## src/rtl/uart_tx.sv

```systemverilog
// UART serial transmitter: start bit, DBIT data bits (LSB first), optional even
// parity bit (compiled in with UART_TX_PARITY_EN) and one stop bit, paced by s_tick.
module uart_tx #(
  parameter int DBIT    = 8,
  parameter int SB_TICK = 16
) (
  input  logic            clk,
  input  logic            reset,
  input  logic            tx_start,
  input  logic            s_tick,
  input  logic [DBIT-1:0] d_in,
  output logic            tx,
  output logic            tx_done,
  output logic            tx_busy
);

  localparam int TW = (SB_TICK > 1) ? $clog2(SB_TICK) : 1;
  localparam int BW = (DBIT > 1) ? $clog2(DBIT) : 1;
  localparam logic [TW-1:0] TICK_LAST = TW'(SB_TICK - 1);
  localparam logic [BW-1:0] BIT_LAST  = BW'(DBIT - 1);

  typedef enum logic [2:0] {
    IDLE,
    START,
    DATA,
`ifdef UART_TX_PARITY_EN
    PARITY,
`endif
    STOP
  } state_t;

  state_t          state_q, state_d;
  logic [TW-1:0]   tick_cnt_q, tick_cnt_d;
  logic [BW-1:0]   bit_cnt_q, bit_cnt_d;
  logic [DBIT-1:0] shreg_q, shreg_d;
  logic            tx_q, tx_d;
  logic            done_q, done_d;
`ifdef UART_TX_PARITY_EN
  logic            par_q, par_d;
`endif

  always_ff @(posedge clk) begin
    if (reset) begin
      state_q    <= IDLE;
      tick_cnt_q <= '0;
      bit_cnt_q  <= '0;
      shreg_q    <= '0;
      tx_q       <= 1'b1;
      done_q     <= 1'b0;
`ifdef UART_TX_PARITY_EN
      par_q      <= 1'b0;
`endif
    end else begin
      state_q    <= state_d;
      tick_cnt_q <= tick_cnt_d;
      bit_cnt_q  <= bit_cnt_d;
      shreg_q    <= shreg_d;
      tx_q       <= tx_d;
      done_q     <= done_d;
`ifdef UART_TX_PARITY_EN
      par_q      <= par_d;
`endif
    end
  end

  always_comb begin
    state_d    = state_q;
    tick_cnt_d = tick_cnt_q;
    bit_cnt_d  = bit_cnt_q;
    shreg_d    = shreg_q;
    tx_d       = tx_q;
    done_d     = 1'b0;
`ifdef UART_TX_PARITY_EN
    par_d      = par_q;
`endif
    case (state_q)
      IDLE: begin
        tx_d = 1'b1;
        if (tx_start) begin
          shreg_d    = d_in;
          tick_cnt_d = '0;
          tx_d       = 1'b0;
          state_d    = START;
`ifdef UART_TX_PARITY_EN
          par_d      = ^d_in;
`endif
        end
      end
      START: begin
        if (s_tick) begin
          if (tick_cnt_q == TICK_LAST) begin
            tick_cnt_d = '0;
            bit_cnt_d  = '0;
            tx_d       = shreg_q[0];
            state_d    = DATA;
          end else begin
            tick_cnt_d = tick_cnt_q + 1'b1;
          end
        end
      end
      DATA: begin
        if (s_tick) begin
          if (tick_cnt_q == TICK_LAST) begin
            tick_cnt_d = '0;
            shreg_d    = shreg_q >> 1;
            if (bit_cnt_q == BIT_LAST) begin
`ifdef UART_TX_PARITY_EN
              tx_d    = par_q;
              state_d = PARITY;
`else
              tx_d    = 1'b1;
              state_d = STOP;
`endif
            end else begin
              bit_cnt_d = bit_cnt_q + 1'b1;
              // after the shift, bit 0 holds the next data bit to send
              tx_d      = shreg_d[0];
            end
          end else begin
            tick_cnt_d = tick_cnt_q + 1'b1;
          end
        end
      end
`ifdef UART_TX_PARITY_EN
      PARITY: begin
        if (s_tick) begin
          if (tick_cnt_q == TICK_LAST) begin
            tick_cnt_d = '0;
            tx_d       = 1'b1;
            state_d    = STOP;
          end else begin
            tick_cnt_d = tick_cnt_q + 1'b1;
          end
        end
      end
`endif
      STOP: begin
        if (s_tick) begin
          if (tick_cnt_q == TICK_LAST) begin
            tick_cnt_d = '0;
            done_d     = 1'b1;
            state_d    = IDLE;
          end else begin
            tick_cnt_d = tick_cnt_q + 1'b1;
          end
        end
      end
      default: begin
        tx_d    = 1'b1;
        state_d = IDLE;
      end
    endcase
  end

  assign tx      = tx_q;
  assign tx_done = done_q;
  assign tx_busy = (state_q != IDLE);

endmodule

```

## config.mk

```make
export PLATFORM = sky130hd
export DESIGN_NAME = uart_tx
export DESIGN_NICKNAME = d
export VERILOG_FILES = /design/src/rtl/uart_tx.sv
export SDC_FILE = /design/constraint.sdc
export NUM_CORES = 1
export LEC_CHECK = 0
export ABC_AREA = 1
export BUFFER_PORTS_ARGS = -buffer_cell sky130_fd_sc_hd__buf_4
export CORE_MARGIN = 1.5
export CORE_UTILIZATION = 25
export CTS_CLUSTER_DIAMETER = 80
export DETAILED_ROUTE_END_ITERATION = 16
export HOLD_SLACK_MARGIN = 0.1
export SYNTH_ARGS = -nofsm -noshare
export SYNTH_HDL_FRONTEND = slang
export SYNTH_SLANG_ARGS = --single-unit
```

## constraint.sdc

```tcl
create_clock -name clk -period 2.16 [get_ports clk]
set_clock_uncertainty 0.2 [all_clocks]
set_input_delay 0.216 -clock clk [delete_from_list [all_inputs] [get_ports clk]]
set_output_delay 0.216 -clock clk [all_outputs]
set_load 0.1 [all_outputs]
```

==> flow_summary.toml, run 1 <==
[synth]
yosys.area_share.adder = 0.08782
postSynthCellCount = 166
synth_edf_count = 0
synth_seq_area_share = 0.3337
yosys.area_share.simple = 0.3216
synth_top_family_by_area = "simple AND/OR/NAND/NOR gates"
synthesis.yosys.warnings = 0
ys_dominant_reg_cell = "sky130_fd_sc_hd__dfxtp_1"
post_synth_xor_area_fraction = 0.007684
mappedNetlistArea_mm2 = 0.001140
proportion_of_register_bits_with_asynchronous_set_or_reset_after_synthesis = 0
synth.lib_cells_used.distinct = 25
avgSynthCellArea_um2 = 6.867
ys_ff_latch = 19
syn-num-nets = 186
area_fraction_in_compound_gates_after_synthesis = 0.1109
synth_mux_area_frac = 0.03513

[setup_path]
worstReg2RegEnd = "state_q[1]$_SDFFE_PP0P_"
worst-setup-path-type = "reg -> reg"
cp.buffers_inverters = 2
cp-start-kind = "flip-flop"
worstSetupStartpoint = "state_q[0]$_SDFFE_PP0P_"
critPathRequiredTime_ps = 2120
worst_setup_path_end_kind = "flip-flop"
crit_chain = "inv_1, ha_1, nor2_1, inv_2, o21ai_1, nand2_2, nor2_1, nor2_2"
timing.rr.start = "state_q[0]$_SDFFE_PP0P_"
critical-path-slowest-cell = "sky130_fd_sc_hd__dfxtp_1"
cp_common_cell = "sky130_fd_sc_hd__nor2_1"
crit_path_max_fanout = 8
cp.depth = 8
path_delay_family = "simple AND/OR/NAND/NOR gates"
cp_slowest_stage_delay_ps = 360
reg2reg_depth = 8
cp-endpoint = "state_q[1]$_SDFFE_PP0P_"
r2r_slack_ps = 330
worst-endpoint-arrival_ps = 1790

[timing]
final-setup-viol-count = 0
maxSlewViolCount = 0
post-route-worst-setup-slack_ps = 331.6
max_freq_mhz = 546.9
worst_pin_slew_ps = 414.7
holdWs_ps = 106.1
setup_total_negative_slack_ps = 0
min_period_over_period = 0.8465
maxSlewHeadroom = 0.7232
unrepaired_setup_endpoints_after_global_routing = "no"
report.final.hold_viol_count = 0
post-route-min-period_ps = 1828

[global_routing]
grt_start_max_net_pins = 14
first_global_vias = 923
initial_antenna_violation_count = 0
grt_first_pass_wirelength_um = 3905
gr-usage-all-layers = 0.09848
overflow = 0

[cts]
tritoncts_clock_tree = "yes"
cts-buffers-inserted = 3
cts_num_sinks = 19
post_cts_resized = 0
clock_latency_ps = 260
h-tree-depth = 1
clock-root-buffer = "sky130_fd_sc_hd__clkbuf_8"
clock_path_buffers = 2
post_cts.repair.setup_buffers = 0
clkSlewWorstSetupHoldPaths_ps = 80

[cells_and_area]
final_common_cell = "sky130_fd_sc_hd__nand2_1"
final_layout_size_suffix_gt1_frac = 0.1755
layout-area-overhead-vs-synth_pct = 22.61
num_antenna_cells = 0
finish.net_count = 209
final_cell_area_mm2 = 0.001398
finalCoreUtilization = 0.3188
most-common-layout-cells = "sky130_fd_sc_hd__nand2_1, sky130_fd_sc_hd__nor2_1, sky130_fd_sc_hd__inv_1, sky130_fd_sc_hd__dfxtp_1, sky130_fd_sc_hd__buf_4"

[route]
tritonroute_pass_1_iters = 4
detail_route.vias_per_cell = 4.263
met2WireLength_um = 1148
drt_drc_violations_left = 0
wl_um = 2372
detailroute.via_count = 1023
drtAntennaViolNets = 0
drt-met1-wl_um = 1138
dr_wl_met3_um = 45
detailedRoute.firstIterationViolations = 53
top_signal_layer_used = "met4"
wl_per_cell_um = 9.883

[power_and_ir_drop]
pwr_density_cell_mw_per_mm2 = 1394
max-vdd-ir-drop_mv = 0.2976
leakagePower_uw = 0.0006926

[floorplan]
initial_utilization = 0.2600
core-area_mm2 = 0.004384
floorplan_die_width_um = 70.53
die-area_mm2 = 0.004974
num_rows = 24
die_height_um = 70.53
top_level_ports = 15

[place]
place_congestion = 0.7426
pre_cts_slack_ps = 389.7
buffer_ports.inserted = 14
dpl-instance-area_mm2 = 0.001301
half_perimeter_wire_length_of_the_detailed_placement_result_um = 1769

[run]
timing.max_cap.violations = 0

[worst_hold_path]
worstHoldPathType = "in -> reg"
worstHoldPathCells = 5

[status]
outcome = "complete, no violations"
-- layer usage --
metal	global-route usage	vias to the layer above
li1	-	559
met1	0.1223	447
met2	0.1688	13
met3	0.01299	4
met4	0.04487	0
met5	0	-
-- flip-flops by register name, summed over array words and instances (netlist names) --
register	count
bit_cnt_q	3
shreg_q	8
state_q	2
tick_cnt_q	4
tx	1
tx_done	1
-- through the flow --
stage,power [µW],std cells
6_report,1948,240
5_1_grt,2133,240
4_1_cts,1971,240
3_5_place_dp,1695,231
3_3_place_gp,1693,231
2_1_floorplan,1477,166
-- cells by family after synthesis --
group,Yosys count
AOI/OAI and AO/OA,21
xor gates and xnor gates,1
muxes,4
DFF,19
adders and majority gates,8
buffers and inverters,29
and+or+nand+nor,84
-- cells in the mapped netlist (2+ instances only) --
| cell | count | area share |
|---|---|---|
| sky130_fd_sc_hd__a21oi_1 | 10 | 0.044 |
| sky130_fd_sc_hd__dfxtp_1 | 19 | 0.33 |
| sky130_fd_sc_hd__ha_1 | 8 | 0.088 |
| sky130_fd_sc_hd__inv_1 | 24 | 0.079 |
| sky130_fd_sc_hd__inv_2 | 3 | 0.0099 |
| sky130_fd_sc_hd__mux2i_1 | 4 | 0.035 |
| sky130_fd_sc_hd__nand2_1 | 42 | 0.14 |
| sky130_fd_sc_hd__nand2_2 | 2 | 0.011 |
| sky130_fd_sc_hd__nand3_1 | 7 | 0.031 |
| sky130_fd_sc_hd__nor2_1 | 26 | 0.086 |
| sky130_fd_sc_hd__nor2_2 | 2 | 0.011 |
| sky130_fd_sc_hd__o21ai_0 | 5 | 0.022 |
| sky130_fd_sc_hd__o21ai_1 | 2 | 0.0088 |
-- worst min path at each step --
stage,endpoint,from
final,shreg_q[2]$_SDFFE_PP0P_,d_in[2]
after global routing,shreg_q[1]$_SDFFE_PP0P_,d_in[1]
after CTS,shreg_q[2]$_SDFFE_PP0P_,d_in[2]
after detailed placement,tick_cnt_q[1]$_SDFFE_PP0P_,reset
after global placement,tick_cnt_q[1]$_SDFFE_PP0P_,reset
after floorplan,bit_cnt_q[1]$_SDFFE_PP0P_,reset
-- worst reg2reg max path: cells and delay by family (launching register included) --
| kind | cells | cell delay [ps] |
|---|---|---|
| flops | 1 | 360 |
| fa+ha+maj | 1 | 330 |
| compound gates | 1 | 180 |
| buf+inv | 2 | 160 |
| simple gates | 4 | 490 |
-- where the power goes --
group / internal [µW] / switching (µW)
Combinational: 377 / 808
Sequential: 454 / 53.5
Clock: 128 / 128
-- area by class of cell --
| cell class | count | area [µm²] |
|---|---|---|
| inverters | 27 | 101.3 |
| flip-flops and latches | 19 | 380.4 |
| clock buffers | 3 | 41.29 |
| repair buffers | 20 | 162.7 |
| clock inverters | 1 | 5.005 |
| well taps | 52 | 65.06 |
| multi-input cells | 118 | 641.9 |
| fillers | 472 | 2987 |
-- repair_timing --
item | 4_1_cts | 5_1_grt
hold buffers | 5 | 0
setup endpoints to repair | 0 | 0
endpoints found under the hold margin | 9 | 0
Note: power is estimated with default switching activity, not from simulation.
==> run 2: changes to the inputs <==
--- a/config.mk
+++ b/config.mk
@@ -5,7 +5,7 @@
 export SDC_FILE = /design/constraint.sdc
 export NUM_CORES = 1
 export LEC_CHECK = 0
-export ABC_AREA = 1
+export ABC_AREA = 0
 export BUFFER_PORTS_ARGS = -buffer_cell sky130_fd_sc_hd__buf_4
 export CORE_MARGIN = 1.5
 export CORE_UTILIZATION = 25
==> constraint.sdc (replaced) <==
create_clock -name clk -period 1.7 [get_ports clk]
set_clock_uncertainty 0.2 [all_clocks]
set_input_delay 0.17 -clock clk [delete_from_list [all_inputs] [get_ports clk]]
set_output_delay 0.17 -clock clk [all_outputs]
set_load 0.1 [all_outputs]
==> run 2 against run 1 <==
The flow now finishes with violations (setup timing). Critical path depth decreased by 3. Synthesized cell count decreased by 27%. First-iteration DRC count decreased by 13%. Global-route usage increased by 2.1 points. Flip-flop and latch count unchanged. Highest routed layer unchanged. Register-to-register slack got worse by 350 ps. Critical endpoint is now bit_cnt_q[0]$_SDFFE_PP0P_. Area after synthesis decreased by 2.2%.
==> flow_summary.toml, run 2 <==
[power_and_ir_drop]
p_sw_uw = 1136
leakagePower_uw = 0.0006510
combinationalPowerShare = 0.631
p_int_uw = 1545
clock_power_share = 0.122
pwr_density_cell_mw_per_mm2 = 1573
swShare = 0.4237
power.share.sequential = 0.248
max-vdd-ir-drop_mv = 0.4773

[synth]
synthDominantAreaCellType = "sky130_fd_sc_hd__dfxtp_1"
synth_seq_area_share = 0.3412
proportion_of_register_bits_with_asynchronous_set_or_reset_after_synthesis = 0
netlist_top_cells_count = "sky130_fd_sc_hd__dfxtp_1, sky130_fd_sc_hd__a211oi_1, sky130_fd_sc_hd__inv_1, sky130_fd_sc_hd__ha_1"
yosys.cell_count.top_type = "sky130_fd_sc_hd__dfxtp_1"
synth.lib_cells_used.distinct = 33
ys_ff_latch = 19
synth_edf_count = 0
synth.area.top_cells = "sky130_fd_sc_hd__dfxtp_1, sky130_fd_sc_hd__a211oi_1, sky130_fd_sc_hd__ha_1, sky130_fd_sc_hd__mux2_2, sky130_fd_sc_hd__mux2i_1"
syn-num-nets = 142
avgSynthCellArea_um2 = 9.138
mappedNetlistArea_mm2 = 0.001115
ys_dominant_reg_cell = "sky130_fd_sc_hd__dfxtp_1"
postSynthCellCount = 122
synth_top_area_frac = 0.3412
synthesis.yosys.warnings = 0

[floorplan]
num_rows = 24
core-area_mm2 = 0.004324
die_height_um = 69.78
top_level_ports = 15
die-area_mm2 = 0.004869
floorplan_die_width_um = 69.78
initial_utilization = 0.2578

[setup_path]
crit_path_max_fanout = 5
worst_setup_path_end_kind = "flip-flop"
critical-path-slowest-cell = "sky130_fd_sc_hd__or4_4"
cp_slowest_stage_delay_ps = 550
worstSetupStartpoint = "s_tick"
worst-endpoint-arrival_ps = 1740
r2r_slack_ps = -20
cp.buffers_inverters = 2
path_delay_family = "simple AND/OR/NAND/NOR gates"
crit_chain = "dlygate4sd3_1, buf_4, nand4_1, or4_4, a21oi_2"
worstReg2RegEnd = "bit_cnt_q[0]$_SDFFE_PP0P_"
timing.rr.start = "state_q[0]$_SDFFE_PP0P_"
cp-start-kind = "primary input"
worst-setup-path-type = "in -> reg"
cp-endpoint = "bit_cnt_q[0]$_SDFFE_PP0P_"
critPathRequiredTime_ps = 1700
cp.depth = 5
reg2reg_depth = 6

[cts]
clock_latency_ps = 270
cts-buffers-inserted = 3
clock-root-buffer = "sky130_fd_sc_hd__clkbuf_8"
clkSlewWorstSetupHoldPaths_ps = 80
cts_num_sinks = 19
tritoncts_clock_tree = "yes"
clock_path_buffers = 2
h-tree-depth = 1

[route]
wl_um = 2875
tritonroute_pass_1_iters = 4
wl_per_cell_um = 13.69
detailedRoute.firstIterationViolations = 46
drtAntennaViolNets = 0
detail_route.vias_per_cell = 4.976
detailroute.via_count = 1045
drt_drc_violations_left = 0

[global_routing]
grt_start_max_net_pins = 23
gr-usage-all-layers = 0.1199
grt_first_pass_wirelength_um = 4712
overflow = 0
first_global_vias = 1032
initial_antenna_violation_count = 0

[cells_and_area]
final_common_cell = "sky130_fd_sc_hd__buf_4"
most-common-layout-cells = "sky130_fd_sc_hd__buf_4, sky130_fd_sc_hd__dfxtp_1, sky130_fd_sc_hd__a211oi_2, sky130_fd_sc_hd__inv_1"
num_antenna_cells = 0
leading_registers_by_flop_count = "shreg_q (8), tick_cnt_q (4), bit_cnt_q (3)"
finalCoreUtilization = 0.3941
largest_register_ffs = 8
layout-area-overhead-vs-synth_pct = 52.86
largest_register = "shreg_q"
finish.net_count = 179
final_layout_size_suffix_gt1_frac = 0.5127

[place]
pre_cts_slack_ps = -47.61
half_perimeter_wire_length_of_the_detailed_placement_result_um = 1931
buffer_ports.inserted = 14
place_congestion = 0.8147

[timing]
min_period_over_period = 1.022
setup_total_negative_slack_ps = -91.29
unrepaired_setup_endpoints_after_global_routing = "yes"
post-route-worst-setup-slack_ps = -37.46
post-route-min-period_ps = 1737
maxSlewHeadroom = 0.7471
report.final.hold_viol_count = 0
worst_pin_slew_ps = 377.9
maxSlewViolCount = 0
final-setup-viol-count = 6
max_freq_mhz = 575.6

[status]
outcome = "finished with violations"
violations = "setup timing"

[worst_hold_path]
worstHoldPathType = "in -> reg"

[run]
timing.max_cap.violations = 0
## run 2: cell count changes after synthesis, sizes merged, moves of 3 or more
cell	change
a211oi	+15
a21oi	-4
clkbuf	+3
inv	-16
mux2	+7
nand2	-44
nand2b	+4
nand3	-6
nor2	-24
o21ai	-4
o31ai	+4
## run 2: layer usage
metal / vias up / share of wire / GRT usage
met3: 7 / 0.055 / 0.02471
met2: 25 / 0.47 / 0.1915
li1: 528 / - / -
met5: - / 0 / 0
met4: 0 / 0.025 / 0.05769
met1: 485 / 0.45 / 0.1537
## run 2: tightest hold or removal path, cell delays in order
cell and delay (ps):
sky130_fd_sc_hd__buf_4 130, sky130_fd_sc_hd__nor2b_4 50, sky130_fd_sc_hd__o21ai_0 150, sky130_fd_sc_hd__a21oi_1 60
## run 2: timing repair
item,in CTS,in global routing
buffers inserted,6,0
endpoints found under the setup margin,10,17
gates resized for setup,20,19
hold endpoints to repair,16,0
pin swaps,3,6
hold buffers,2,0
cloned,0,0
## run 2: cells by family (layout without fill, tap and decap cells)
logic type / count (synthesis) / in the layout / synth area share
muxes: 12 / 12 / 0.1156
AOI/OAI and AO/OA: 36 / 36 / 0.2144
DFF: 19 / 19 / 0.3412
buffers and inverters: 17 / 53 / 0.06734
adders and majority gates: 8 / 8 / 0.08979
and+or+nand+nor: 30 / 30 / 0.1717
## run 2: how the worst min path moves through the flow
stage	from	end	slack, ps	depth (start not counted)
2_1_floorplan	s_tick	tick_cnt_q[1]$_SDFFE_PP0P_	140	2
3_3_place_gp	shreg_q[5]$_SDFFE_PP0P_	shreg_q[5]$_SDFFE_PP0P_	240	2
3_5_place_dp	shreg_q[4]$_SDFFE_PP0P_	shreg_q[4]$_SDFFE_PP0P_	250	2
4_1_cts	tx_start	tick_cnt_q[1]$_SDFFE_PP0P_	120	4
5_1_grt	tx_start	tick_cnt_q[1]$_SDFFE_PP0P_	170	4
6_report	tx_start	tick_cnt_q[1]$_SDFFE_PP0P_	140	4
## run 2: layout make-up
cell class	instances	area [µm²]
inverters	11	48.80
well taps	52	65.06
flip-flops and latches	19	386.6
clock buffers	3	41.29
repair buffers	38	325.3
multi-input cells	86	832.0
fillers	404	2620
clock inverters	1	5.005
## run 2: power by group through the flow
stage	sequential (µW)	combinational (µW)	clock (µW)
after global routing	683	1820	356
after detailed placement	660	1320	0
after CTS	660	1570	333
final	664	1690	326
after global placement	650	1290	0
after floorplan	719	897	0
## run 2: metrics by stage
stage               total power (µW)  area [µm²]  hold WS (ps)  instances
floorplan                       1617        1166         138.4        122
global placement                1941        1419         241.0        198
detailed placement              1981        1419         249.5        198
CTS                             2567        1620         122.8        210
global route                    2859        1704         174.6        210
finish                          2681        1704         142.6        210
